$ cat config.mk
export PLATFORM = sky130hd
export DESIGN_NAME = unified_mem_arbiter
export DESIGN_NICKNAME = d
export VERILOG_FILES = /design/src/rtl/riscv_pkg.sv /design/src/rtl/unified_mem_arbiter.sv
export SDC_FILE = /design/constraint.sdc
export NUM_CORES = 1
export LEC_CHECK = 0
export BUFFER_PORTS_ARGS = -buffer_cell sky130_fd_sc_hd__buf_2
export CORE_AREA = 3 3 103 105
export DETAILED_ROUTE_END_ITERATION = 12
export DIE_AREA = 0 0 106 108
export PLACE_DENSITY = 0.76
export SETUP_SLACK_MARGIN = 0.3
export SLEW_MARGIN = 20
export SYNTH_ARGS = -nofsm -noshare
export SYNTH_HDL_FRONTEND = slang
export SYNTH_SLANG_ARGS = --single-unit
$ cat constraint.sdc
create_clock -name clk -period 2.05 [get_ports clk]
set_input_delay 0.3075 -clock clk [delete_from_list [all_inputs] [get_ports clk]]
set_output_delay 0.3075 -clock clk [all_outputs]
set_load 0.01 [all_outputs]
$ cat src/rtl/riscv_pkg.sv
// rtl/riscv_pkg.sv - shared core constants and arbiter types
package riscv_pkg;

   // Opcodes shared with the pipelined core
   localparam logic [6:0]  OP_LW    = 7'b0000011;
   localparam logic [6:0]  OP_SW    = 7'b0100011;
   localparam logic [6:0]  OP_BEQ   = 7'b1100011;
   localparam logic [6:0]  OP_ALU   = 7'b0110011;
   localparam logic [31:0] INSN_NOP = 32'h0000_0013;

   typedef enum logic {
      IDLE    = 1'b0,
      RD_WAIT = 1'b1
   } arb_state_t;

   typedef enum logic {
      OWN_IF = 1'b0,
      OWN_DM = 1'b1
   } owner_t;

endpackage

$ cat src/rtl/unified_mem_arbiter.sv
// rtl/unified_mem_arbiter.sv - fetch/data arbiter for one single-port unified memory
module unified_mem_arbiter
   import riscv_pkg::*;
#(
   parameter int ADDR_W     = 32,
   parameter int DATA_W     = 32,
   parameter int MEM_LAT    = 2,
   parameter int STARVE_MAX = 4
) (
   input  logic              clk,
   input  logic              rst_n,
   input  logic              if_req,
   input  logic [ADDR_W-1:0] if_addr,
   output logic              if_ready,
   output logic              if_rvalid,
   output logic [DATA_W-1:0] if_rdata,
   input  logic              dm_req,
   input  logic              dm_we,
   input  logic [ADDR_W-1:0] dm_addr,
   input  logic [DATA_W-1:0] dm_wdata,
   output logic              dm_ready,
   output logic              dm_rvalid,
   output logic [DATA_W-1:0] dm_rdata,
   output logic              mem_en,
   output logic              mem_we,
   output logic [ADDR_W-3:0] mem_addr,
   output logic [DATA_W-1:0] mem_wdata,
   input  logic [DATA_W-1:0] mem_rdata,
   output logic              busy
);

   arb_state_t state, state_nx;
   owner_t     owner;
   logic [3:0] lat_cnt;
   logic [3:0] starve_cnt;
   logic       grant_if, grant_dm;
   logic       rsp_cycle;
   logic       unused_addr_lsbs;

   // Word access only: the byte-offset bits carry no meaning here
   assign unused_addr_lsbs = ^{if_addr[1:0], dm_addr[1:0]};

   // Last RD_WAIT cycle: memory data is valid and gets captured
   assign rsp_cycle = (state == RD_WAIT) && (lat_cnt == 4'd1);
   assign busy      = (state == RD_WAIT);

   // Arbitration, memory strobes and next state; grants are gated off while in reset
   always_comb begin
      grant_if  = 1'b0;
      grant_dm  = 1'b0;
      state_nx  = state;
      if (rst_n && state == IDLE) begin
         if (if_req && (!dm_req || starve_cnt == 4'(STARVE_MAX)))
            grant_if = 1'b1;
         else if (dm_req)
            grant_dm = 1'b1;
      end
      if_ready  = grant_if;
      dm_ready  = grant_dm;
      mem_en    = grant_if | grant_dm;
      mem_we    = grant_dm & dm_we;
      mem_wdata = (grant_dm & dm_we) ? dm_wdata : '0;
      if (grant_dm)
         mem_addr = dm_addr[ADDR_W-1:2];
      else if (grant_if)
         mem_addr = if_addr[ADDR_W-1:2];
      else
         mem_addr = '0;
      case (state)
         IDLE:    if (grant_if || (grant_dm && !dm_we)) state_nx = RD_WAIT;
         RD_WAIT: if (lat_cnt == 4'd1) state_nx = IDLE;
         default: state_nx = IDLE;
      endcase
   end

   // State register
   always_ff @(posedge clk or negedge rst_n) begin
      if (!rst_n) state <= IDLE;
      else        state <= state_nx;
   end

   // Read tracking: owner, latency countdown, response capture and rvalid pulse
   always_ff @(posedge clk or negedge rst_n) begin
      if (!rst_n) begin
         owner     <= OWN_IF;
         lat_cnt   <= '0;
         if_rvalid <= 1'b0;
         dm_rvalid <= 1'b0;
         if_rdata  <= '0;
         dm_rdata  <= '0;
      end else begin
         if_rvalid <= rsp_cycle && (owner == OWN_IF);
         dm_rvalid <= rsp_cycle && (owner == OWN_DM);
         if (state == IDLE && state_nx == RD_WAIT) begin
            owner   <= grant_dm ? OWN_DM : OWN_IF;
            lat_cnt <= 4'(MEM_LAT);
         end else if (state == RD_WAIT) begin
            lat_cnt <= lat_cnt - 4'd1;
         end
         if (rsp_cycle && owner == OWN_IF) if_rdata <= mem_rdata;
         if (rsp_cycle && owner == OWN_DM) dm_rdata <= mem_rdata;
      end
   end

   // Starvation counter: data grants that bypassed a waiting fetch
   always_ff @(posedge clk or negedge rst_n) begin
      if (!rst_n)
         starve_cnt <= '0;
      else if (!if_req || grant_if)
         starve_cnt <= '0;
      else if (grant_dm && starve_cnt != 4'(STARVE_MAX))
         starve_cnt <= starve_cnt + 4'd1;
   end

   // Requesters must hold their command stable until accepted
   a_if_stable : assert property (@(posedge clk) disable iff (!rst_n)
      (if_req && !if_ready) |=> (!if_req || $stable(if_addr)));
   a_dm_stable : assert property (@(posedge clk) disable iff (!rst_n)
      (dm_req && !dm_ready) |=> (!dm_req || $stable({dm_we, dm_addr, dm_wdata})));

endmodule

======== Word level (Yosys, flattened, before mapping) ========
Cells that the tools add are included.
operators by class
  bitwise gates (word level) .............. 4
  reduce and logical (&&, ||, !) cells .... 16
  multiplexer cells ....................... 16
  equality and inequality tests ........... 3
  add/sub/neg operators ................... 2
operator list
  operator             count
  $mux 30              2
  $mux 32              1
  $mux 4               4
  $logic_and 1x1->1    8
  $mux 1               8
  $add 4x1->4 const B  1
  $eq 4x1->1 const B   1
  $eq 4x3->1 const B   1
  $ne 4x3->1 const B   1
  $reduce_bool 2->1    2
  $sub 4x1->4 const B  1
  $logic_not 1->1      3
  $logic_or 1x1->1     3
  $not 1->1            2
  $pmux 1 s2           1
  $and 1x1->1          1
  $or 1x1->1           1
storage, ports and cells
  word-level logic and storage cells ...... 49
  bits in registers ....................... 76
  input port bits ......................... 133
  output and inout port bits .............. 133

======== Logic depth before layout (Yosys ltp) ========
Gate-level depths: netlist of the first run.
  depth after elaboration ................. 11
  mapped depth ............................ 7
  gate-level depth less buffers ........... 6

======== Least setup slack after synthesis of the first run ========
OpenSTA, ideal clock, no wires.
  path kind ............................... register to output
  start ................................... reg starve_cnt[0]
  end ..................................... out mem_addr[0]
  data required time ...................... 1742 ps
  arrival ................................. 1588 ps
  setup slack ............................. 154 ps
  cell stages (with the launch flop) ...... 8
  path buffers ............................ 1
  cell sequence ........................... dfrtp_1 -> inv_1 -> ha_1 -> nand3b_1 -> a21oi_1 -> clkbuf_1 -> nand2_1 -> a21oi_1
between the ends
  cells in the longest elaborated chain, start to end .. 7
  elaborated cells on any way between the ends .. 9
RTL lines
  what                    line                        RTL
  from (decl)             unified_mem_arbiter.sv:35   logic [3:0] starve_cnt;
  from (signal assigned)  unified_mem_arbiter.sv:112  starve_cnt <= starve_cnt + 4'd1;
  $eq 4x3->1 (*)          unified_mem_arbiter.sv:53   if (if_req && (!dm_req || starve_cnt == 4'(STARVE_MAX)))
  $logic_or 1x1->1 (*)    unified_mem_arbiter.sv:53
  $logic_and 1x1->1 (*)   unified_mem_arbiter.sv:53
  $mux 1                  unified_mem_arbiter.sv:53
  $mux 1                  unified_mem_arbiter.sv:52   if (rst_n && state == IDLE) begin
  $mux 30                 unified_mem_arbiter.sv:65   else if (grant_if)
  $mux 30 (*)             unified_mem_arbiter.sv:63   if (grant_dm)
  to (decl)               unified_mem_arbiter.sv:26   output logic [ADDR_W-3:0] mem_addr,
Every way passes the cells marked *; elsewhere a longest branch is shown, timed or not.

======== Worst setup path after layout of the first run ========
  start ................................... reg starve_cnt[0]
  end ..................................... out mem_wdata[9]
between the ends
  cells in the longest elaborated chain, start to end .. 7
RTL lines
  what               line                       RTL
  $eq 4x3->1         unified_mem_arbiter.sv:53
  $logic_or 1x1->1   unified_mem_arbiter.sv:53
  $logic_and 1x1->1  unified_mem_arbiter.sv:53
  $mux 1             unified_mem_arbiter.sv:53
  $mux 1             unified_mem_arbiter.sv:52
  $and 1x1->1        unified_mem_arbiter.sv:62  mem_wdata = (grant_dm & dm_we) ? dm_wdata : '0;
  $mux 32            unified_mem_arbiter.sv:62
  to (decl)          unified_mem_arbiter.sv:27  output logic [DATA_W-1:0] mem_wdata,
No other way between the ends.

==> results of run 1 <==
-- worst max-delay path by stage --
stage	from	endpoint	slack [ns]
after floorplan	starve_cnt[0]$_DFFE_PN0P_	mem_wdata[10]	0.26
after global placement	starve_cnt[0]$_DFFE_PN0P_	mem_wdata[7]	-0.06
after detailed placement	starve_cnt[0]$_DFFE_PN0P_	mem_wdata[0]	-0.17
after CTS	starve_cnt[0]$_DFFE_PN0P_	mem_addr[10]	-0.30
after global routing	starve_cnt[0]$_DFFE_PN0P_	mem_wdata[9]	-0.45
final	starve_cnt[0]$_DFFE_PN0P_	mem_wdata[9]	-0.34
-- report_power, final --
part | internal (W) | switching, W | leakage [nW]
combinational | 0.00165 | 0.00142 | 2.42
clock | 0.000438 | 0.000534 | 0.0803
sequential | 0.00218 | 0.000373 | 0.928
total | 0.00427 | 0.00232 | 3.43
-- per-stage QoR --
| stage | total power [W] | std cells | setup slack, ns | util | cell area, sq um |
|---|---|---|---|---|---|
| 3_3_place_gp | 0.00527 | 729 | -0.0650 | 0.560 | 5450 |
| 3_5_place_dp | 0.00540 | 729 | -0.167 | 0.560 | 5450 |
| 2_1_floorplan | 0.00419 | 347 | 0.257 | - | 3970 |
| 5_1_grt | 0.00701 | 762 | -0.449 | 0.645 | 6280 |
| 6_report | 0.00659 | 762 | -0.339 | 0.645 | 6280 |
| 4_1_cts | 0.00657 | 758 | -0.296 | 0.624 | 6070 |
-- layer usage --
layer / vias to the layer above / global-route usage / wire [um]
li1: 1776 / - / -
met1: 1844 / 0.264 / 5070
met2: 186 / 0.376 / 6390
met3: 22 / 0.0555 / 999
met4: 0 / 0.0786 / 276
met5: - / 0 / 0
-- flip-flops by register name, summed over array words and instances, names as in the netlist --
signal      count
busy            1
dm_rdata       32
dm_rvalid       1
if_rdata       32
if_rvalid       1
lat_cnt         4
owner           1
starve_cnt      4
-- what timing repair did --
item,CTS,global route
setup endpoints to repair,103,103
setup buffers,8,3
pin swaps,13,29
cloned,5,1
gates resized for setup,71,33
-- cells in the final DEF, fill, tap and decap left out, drive strengths merged, types with 4 or more instances in the layout --
| cell type | count |
|---|---|
| nand3 | 33 |
| buf | 291 |
| clkbuf | 12 |
| a21oi | 36 |
| inv | 8 |
| nor2 | 6 |
| dfrtp | 76 |
| mux2 | 64 |
| and3 | 32 |
| ha | 4 |
| nand2 | 37 |
-- final cells by class --
| class | instances | area, sq um | share of cell area |
|---|---|---|---|
| clock buffers | 12 | 135 | 0.0215 |
| flip-flops and latches | 76 | 1900 | 0.303 |
| well taps | 133 | 166 | 0.0265 |
| repair buffers | 291 | 1800 | 0.287 |
| inverters | 8 | 30.0 | 0.00478 |
| multi-input cells | 238 | 2220 | 0.354 |
| clock inverters | 4 | 26.3 | 0.00418 |
-- cell usage after synthesis --
library cell / number
mux2_2: 35
a31oi_1: 1
a21o_1: 1
or2_0: 1
xor2_1: 1
buf_2: 5
o21a_1: 1
nand2_1: 37
inv_1: 8
nor3_1: 2
nor2_1: 3
o21ai_0: 3
nor2b_1: 1
nand3b_1: 1
and2_1: 1
a21oi_1: 36
o31a_1: 1
nand2b_1: 3
buf_6: 4
nand4bb_2: 1
clkbuf_1: 16
or3_1: 2
nor2_2: 1
mux2_4: 29
dfrtp_1: 76
o22ai_1: 1
or2_1: 1
and3_1: 32
nand4b_1: 1
and2b_1: 1
buf_1: 2
nand4_1: 2
ha_1: 4
nand3_1: 33
-- logic make-up (layout without fill, tap and decap cells) --
kind of cell / after synthesis / count (layout) / share of synthesized area
adders and majority gates: 4 / 4 / 0.0131
DFF: 76 / 76 / 0.497
and+or+nand+nor: 123 / 125 / 0.167
AOI/OAI and AO/OA: 44 / 44 / 0.0604
xor gates and xnor gates: 1 / 1 / 0.00229
buffers and inverters: 35 / 315 / 0.0438
muxes: 64 / 64 / 0.217
==> flow_metrics.tcl, run 1 <==
set metrics [dict create \
    grt-ovfl-total 0 \
    setup_tns_ns -18.01 \
    critical_path_class "reg2out" \
    grt_max_degree 77 \
    critical_path.max_fanout 9 \
    required_ns 1.74 \
    status "finished, violations left" \
    core_sq_um 9730 \
    setup_viol 65 \
    cts_max_level 3 \
    power_density_nw_per_um2 1050 \
    hold_depth 2 \
    dieArea_sq_um 11400 \
    ir_drop_mv 0.563 \
    slowest_delay_ns 0.37 \
    first_pass_iters 4 \
    tightestPinTransition_ns 0.928 \
    ys_seq_area_frac 0.497 \
    ff2ff_path_depth 9 \
    clockBufferDepth 2 \
    area_growth_pct 63.9 \
    via_count 3828 \
    synthTopCellsByArea "dfrtp_1, mux2_4, mux2_2, and3_1, a21oi_1" \
    via_per_inst 5.02 \
    arrival_ns 2.08 \
    hp-class "in2reg" \
    diodes 0 \
    cp_cell_sequence "inv_2, ha_4, nand3b_1, a21oi_4, buf_6, buf_8, buf_12, nor2_4, and3_1, buf_2" \
    tritoncts "done" \
    r2r_slack_ns 0.21 \
    ys_ff_latch 76 \
    crit_path_start_kind "flop" \
    yosysTopAreaCellShare 0.497 \
    setup_slack_ns -0.339 \
    fin_crit_sh 1.17 \
    die_h_um 108 \
    slew_violations 0 \
    drive_above_1_share 0.719 \
    gp_congestion 0.841 \
    drt_iter0_markers 232 \
    synthCells 347 \
    clk_pin_slew_ns 0.08 \
    cts_made_buffers 9 \
    worst_r2r_endpoint "busy$_DFF_PN0_" \
    cts_hold_buf 0 \
    avgSynthCellArea_sq_um 11.0 \
    relSlewSlack 0.381 \
    violations "negative setup slack" \
    drt_wl_total_um 12700 \
    avgRoutedWirePerCell_um 16.7 \
    slowest_stage "dfrtp_1" \
    synth_top_cell_by_area "dfrtp_1" \
    cts.sinks 76 \
    cp.buffers_inverters 5 \
    hold_ws_ns 0.190 \
    nNetsFinal 761 \
    nFillCells 761 \
    rsz0062_at_grt "yes" \
    place_hpwl_um 8960 \
    remaining_drc_errors 0 \
    cpLargestDelayFamily "buffers and inverters" \
    fin_worst_skew_ns 0.00602 \
    antenna_found_initial 0 \
    worst_skew_pair.late_latency_ns 0.36 \
    synth_area_sq_um 3830 \
    holdPathEnd "dm_rdata[30]$_DFFE_PN0P_" \
    hold_violations 0 \
    cap_violations 0 \
    fin_crit_ns 2.39 \
    end_kind "output pin" \
    grt_usage 0.217 \
    ant_nets 0 \
    yosys.cell_types.count 34 \
    crit_cells 10 \
    rows 36 \
    timing.rr.start "starve_cnt[0]$_DFFE_PN0P_" \
    grt_pass1_wl_um 19700 \
    syn_nets 484 \
    pin_count 266 \
    yosysWarnings 0 \
    fmax_mhz 418 \
    cts_root_buf "clkbuf_8" \
    initial_utilization 0.394 \
    port_buffers 261 \
    grt_pass1_vias 3818 \
    die_w_um 106 \
    hold_start "mem_rdata[30]" \
    power_leakage_nw 3.43 \
]
(Power assumes the default switching activity.)
==> run 2, diff against run 1 <==
ABC_AREA = 1   (was default)
CORE_AREA = default   (was 3 3 103 105)
CORE_MARGIN = 3   (was default)
CORE_UTILIZATION = 43   (was default)
DIE_AREA = default   (was 0 0 106 108)
PLACE_DENSITY = 0.82   (was 0.76)
==> run 2 against run 1 <==
Compared with the run above:
- the flow still finishes with violations (negative setup slack)
- critical path depth increased by 1
- worst setup slack improved by 0.29 ns
- core utilization grew 3.1 points
- register-to-register slack improved by 0.32 ns
- fmax up 14%
- power decreased by 1.0%
- critical endpoint is now mem_wdata[11]
- largest cell class is now sequential cells
==> flow_metrics.tcl, run 2 <==
set metrics [dict create \
    status "finished, violations left" \
    violations "negative setup slack" \
    fin_crit_sh 1.02 \
    fin_crit_ns 2.09 \
    relSlewSlack 0.411 \
    synth_flop_cell "dfrtp_1" \
    die_w_um 103 \
    synth-edff-count 0 \
    drt_wl_total_um 13300 \
    crit_path_start_kind "flop" \
    top_regs "dm_rdata (32), if_rdata (32)" \
    via_per_inst 4.69 \
    grt_pass1_vias 4109 \
    slew_violations 0 \
    cts.sinks 76 \
    ys_ff_latch 76 \
    rows 34 \
    ys_top_cells_by_count "nand2_1, inv_1, dfrtp_1, o21ai_1, nor2_4" \
    slowest_stage "dfrtp_1" \
    grt-ovfl-total 0 \
    grt_usage 0.239 \
    setup_slack_ns -0.0448 \
    ys_seq_area_frac 0.471 \
    grt_pass1_wl_um 19700 \
    cts_made_buffers 9 \
    end_kind "output pin" \
    drive_above_1_share 0.461 \
    most-common-layout-cells "buf_2, nand2_1, inv_1" \
    fin_worst_skew_ns 0.0167 \
    avgRoutedWirePerCell_um 15.0 \
    worst_skew_pair.late_latency_ns 0.35 \
    cpLargestDelayFamily "simple AND/OR/NAND/NOR gates" \
    synth_area_sq_um 4040 \
    ir_drop_mv 0.946 \
    core_sq_um 8930 \
    drt_iter0_markers 194 \
    hold_violations 0 \
    cts_root_buf "clkbuf_8" \
    path_common_cell "nand2_4" \
    grt_max_degree 73 \
    critical_path_class "reg2out" \
    first_pass_iters 4 \
    synthArstFlopShare 1.00 \
    synth_top_cell_by_area "dfrtp_1" \
    antenna_found_initial 1 \
    nNetsFinal 908 \
    power_w 0.00652 \
    fmax_mhz 477 \
    remaining_drc_errors 0 \
    hold_ws_ns 0.212 \
    arrival_ns 1.79 \
    dieArea_sq_um 10600 \
    cts_max_level 3 \
    via_count 4153 \
    ant_nets 0 \
    yosysMostFrequentCell "nand2_1" \
    yosysTopAreaCellShare 0.471 \
    hp-class "in2reg" \
    power_leakage_nw 3.60 \
    rsz0062_at_grt "yes" \
    cap_violations 0 \
    yosys.cell_types.count 29 \
    port_buffers 261 \
    tritoncts "done" \
    setup_viol 46 \
    avgSynthCellArea_sq_um 8.17 \
    post_dp_cell_area_sq_um 5410 \
    gp_congestion 0.757 \
    cp_cell_sequence "inv_2, ha_4, nand3_4, nand2_4, nand2_4, nand2_8, nor2_8, inv_8, buf_12, nor2_4, buf_6" \
    critical_path.max_fanout 8 \
    final_common_cell "buf_2" \
    pin_count 266 \
    synthTopCellsByArea "dfrtp_1, nand2_1, nor2_4, inv_1, o21ai_1" \
    power_density_nw_per_um2 1080 \
    slowest_delay_ns 0.36 \
    required_ns 1.74 \
    final_cell_area_sq_um 6040 \
    clockBufferDepth 2 \
    place_hpwl_um 9690 \
    die_h_um 103 \
    tightestPinTransition_ns 0.883 \
    clk_pin_slew_ns 0.09 \
    synthCells 494 \
    yosysWarnings 0 \
    initial_utilization 0.452 \
    syn_nets 631 \
    area_growth_pct 49.6 \
    cp.buffers_inverters 4 \
]
## run 2: cells by family (layout without fill, tap and decap cells)
| kind of cell | Yosys count | after routing | synth area share |
|---|---|---|---|
| AO/OA/AOI/OAI | 71 | 71 | 0.0893 |
| adder cells (fa/ha/maj) | 4 | 4 | 0.0124 |
| buffers and inverters | 109 | 391 | 0.130 |
| flip-flops | 76 | 76 | 0.471 |
| other | 0 | 1 | 0 |
| XOR/XNOR | 1 | 1 | 0.00217 |
| AND/OR/NAND/NOR | 233 | 233 | 0.295 |
## run 2: layout make-up
type / instances / area (sq um)
repair buffers: 285 / 1750
fillers: 682 / 2900
diodes: 1 / 2.50
repair inverters: 4 / 40.0
clock inverters: 6 / 46.3
well taps: 108 / 135
inverters: 86 / 358
clock buffers: 10 / 128
flip-flops and latches: 76 / 1900
multi-input cells: 309 / 1670
## run 2: timing repair
item,in CTS,in global routing
setup endpoints to repair,66,66
cloned,3,1
resized for setup,59,10
hold endpoints to repair,4,0
hold buffers,1,0
pin swaps,7,6
buffers inserted,13,2
## run 2: final timing paths
check	to	cells after the start	from	slack (ns)
setup / recovery	mem_wdata[11]	11	starve_cnt[0]$_DFFE_PN0P_	-0.04
hold / removal	if_rdata[8]$_DFFE_PN0P_	3	mem_rdata[8]	0.21
hold reg to reg	dm_rdata[8]$_DFFE_PN0P_	2	dm_rdata[8]$_DFFE_PN0P_	0.49
setup reg to reg	if_rdata[3]$_DFFE_PN0P_	8	busy$_DFF_PN0_	0.53
min in group asynchronous	dm_rdata[7]$_DFFE_PN0P_	2	rst_n	0.24
max in group asynchronous	busy$_DFF_PN0_	2	rst_n	1.19
## run 2: through the flow
| step | utilization | setup TNS [ns] | instances | setup WS, ns |
|---|---|---|---|---|
| 2_1_floorplan | - | 0 | 494 | 0.421 |
| 4_1_cts | 0.669 | -2.61 | 881 | -0.0872 |
| 5_1_grt | 0.676 | -6.60 | 885 | -0.134 |
| 6_report | 0.676 | -0.710 | 885 | -0.0448 |
| 3_3_place_gp | 0.605 | 0 | 848 | 0.134 |
| 3_5_place_dp | 0.605 | 0 | 848 | 0.0413 |
## run 2: power breakdown
group	switching, W	leakage [nW]	internal [W]
registers	0.000400	0.916	0.00222
logic	0.00166	2.60	0.00122
clock network	0.000580	0.0833	0.000448
## run 2: routing by layer
metal | wire, um | global-route usage | part of all wire
met1 | 4780 | 0.257 | 0.36
met2 | 6920 | 0.437 | 0.52
met3 | 1280 | 0.0744 | 0.096
met4 | 314 | 0.0886 | 0.024
met5 | 0 | 0 | 0
## run 2: tightest hold or removal path, stage by stage
cell	delay, ns
buf_2	0.10
inv_1	0.05
o21ai_1	0.06
==> run 3, diff against run 2 <==
CORE_ASPECT_RATIO = 0.75   (was default)
==> run 3 against run 2 <==
Compared with the run above:
- the flow still finishes with violations (negative setup slack)
- clock power up 53%
- routed wire length rose by 6.1%
- critical path depth stayed put
- final cell count increased by 1.4%
- via count up 3.3%
- final area is 4.2% higher
- worst setup slack worse by 0.033 ns
- combinational power grew 2%
- sequential power about the same
- flip-flop and latch count is the same
- power increased by 9.5%
- first-iteration DRC count rose by 81%
- largest cell class unchanged
- largest power group unchanged
- highest routed layer unchanged
==> flow_metrics.tcl, run 3 (synthesized netlist as in run 2, its figures left out) <==
set metrics [dict create \
    avgRoutedWirePerCell_um 15.7 \
    power_w 0.00714 \
    end_kind "output pin" \
    die_w_um 118 \
    internal_power_w 0.00441 \
    tritoncts "done" \
    via_per_inst 4.78 \
    place_hpwl_um 9200 \
    required_ns 1.74 \
    antenna_found_initial 0 \
    cts_max_level 3 \
    fmax_mhz 470 \
    critical_path.max_fanout 8 \
    setup_tns_ns -2.54 \
    drt_iter0_markers 352 \
    fin_crit_sh 1.04 \
    first_pass_iters 5 \
    worst_skew_pair.late_latency_ns 0.33 \
    violations "negative setup slack" \
    sw_frac_of_total 0.383 \
    comb_power_share 0.408 \
    via_count 4289 \
    r2r_slack_ns 0.49 \
    cts_made_buffers 9 \
    arrival_ns 1.82 \
    critical_path_class "reg2out" \
    netSwitchingPower_w 0.00274 \
    port_buffers 261 \
    drive_above_1_share 0.477 \
    grt_usage 0.251 \
    nNetsFinal 905 \
    remaining_drc_errors 0 \
    core_sq_um 8780 \
    cts_root_buf "clkbuf_16" \
    ant_nets 0 \
    most-common-layout-cells "buf_2, nand2_1, inv_1" \
    die_h_um 89.9 \
    tightestPinTransition_ns 0.831 \
    pwr-share-clk 0.221 \
    initial_utilization 0.460 \
    grt_max_degree 69 \
    hold_violations 0 \
    drt_wl_total_um 14100 \
    hp-class "in2reg" \
    setup_slack_ns -0.0778 \
    ir_drop_mv 0.815 \
    grt_pass1_wl_um 21800 \
    cap_violations 0 \
    clk_pin_slew_ns 0.06 \
    rows 29 \
    status "finished, violations left" \
    nFillCells 634 \
    fin_crit_ns 2.13 \
    power_density_nw_per_um2 1130 \
    grt-ovfl-total 0 \
    grt_pass1_vias 4131 \
    dieArea_sq_um 10600 \
    pin_count 266 \
    crit_path_start_kind "flop" \
    gp_congestion 0.925 \
    top_regs "dm_rdata (32), if_rdata (32)" \
    final_common_cell "buf_2" \
    rsz0062_at_grt "yes" \
    relSlewSlack 0.446 \
    setup_viol 62 \
    cts.sinks 76 \
    p_seq_frac 0.370 \
    slew_violations 0 \
    diodes 0 \
    fin_worst_skew_ns 0.00595 \
    area_growth_pct 55.9 \
    clockBufferDepth 2 \
    power_leakage_nw 3.72 \
]
[run 3: through the flow]
stage               area (sq um)  setup slack [ns]  cells  hold slack (ns)   util
global placement            5430            0.0903    863            0.149  0.618
global route                6290            -0.152    897            0.227  0.717
detailed placement          5430            0.0161    863            0.151  0.618
finish                      6290           -0.0778    897            0.230  0.717
CTS                         6190           -0.0548    894            0.223  0.704
floorplan                   4040             0.421    494           0.0119      -
[run 3: layer usage]
| layer | routed length [um] | global-route usage |
|---|---|---|
| met1 | 5400 | 0.305 |
| met2 | 7300 | 0.437 |
| met3 | 1040 | 0.0696 |
| met4 | 354 | 0.0732 |
| met5 | 0 | 0 |
[run 3: worst max-delay path, stage by stage (launching register included)]
cell and delay (ns):
dfrtp_1 0.40, inv_2 0.09, ha_4 0.14, nand3_4 0.07, nand2_4 0.12, nand2_4 0.08
nand2_8 0.10, buf_12 0.17, inv_16 0.06, nand2_2 0.06, nand2_1 0.06, buf_2 0.14
[run 3: layout make-up]
type / instances / area, sq um / area share
sequential: 76 / 1900 / 0.302
timing repair buffer: 282 / 1780 / 0.283
multi-input combinational: 309 / 1740 / 0.276
inverter: 86 / 359 / 0.0571
clock buffer: 10 / 229 / 0.0364
tap: 124 / 155 / 0.0247
clock inverter: 6 / 71.3 / 0.0113
timing repair inverter: 4 / 56.3 / 0.00895
[run 3: final timing paths]
path | depth (start not counted) | end | startpoint
min | 3 | dm_rdata[27]$_DFFE_PN0P_ | mem_rdata[27]
max reg2reg | 8 | busy$_DFF_PN0_ | starve_cnt[0]$_DFFE_PN0P_
max | 11 | mem_addr[25] | starve_cnt[0]$_DFFE_PN0P_
min in group asynchronous | 2 | dm_rdata[19]$_DFFE_PN0P_ | rst_n
max in group asynchronous | 2 | busy$_DFF_PN0_ | rst_n
min reg2reg | 2 | dm_rdata[13]$_DFFE_PN0P_ | dm_rdata[13]$_DFFE_PN0P_
[run 3: power groups by stage]
stage / Clock, W / Combinational (W) / Sequential, W
final: 0.00158 / 0.00292 / 0.00264
after global routing: 0.00171 / 0.00322 / 0.00274
after CTS: 0.00160 / 0.00289 / 0.00264
after detailed placement: 0 / 0.00274 / 0.00264
after global placement: 0 / 0.00264 / 0.00259
after floorplan: 0 / 0.00118 / 0.00294
[run 3: what timing repair did]
item                                    in CTS  in global routing
hold buffers                                 1                  0
endpoints found under the hold margin        8                  0
gates resized for setup                     64                 22
endpoints found under the setup margin      66                 66
setup buffers                               10                  3
cloned                                       4                  0
pin swaps                                    7                  5
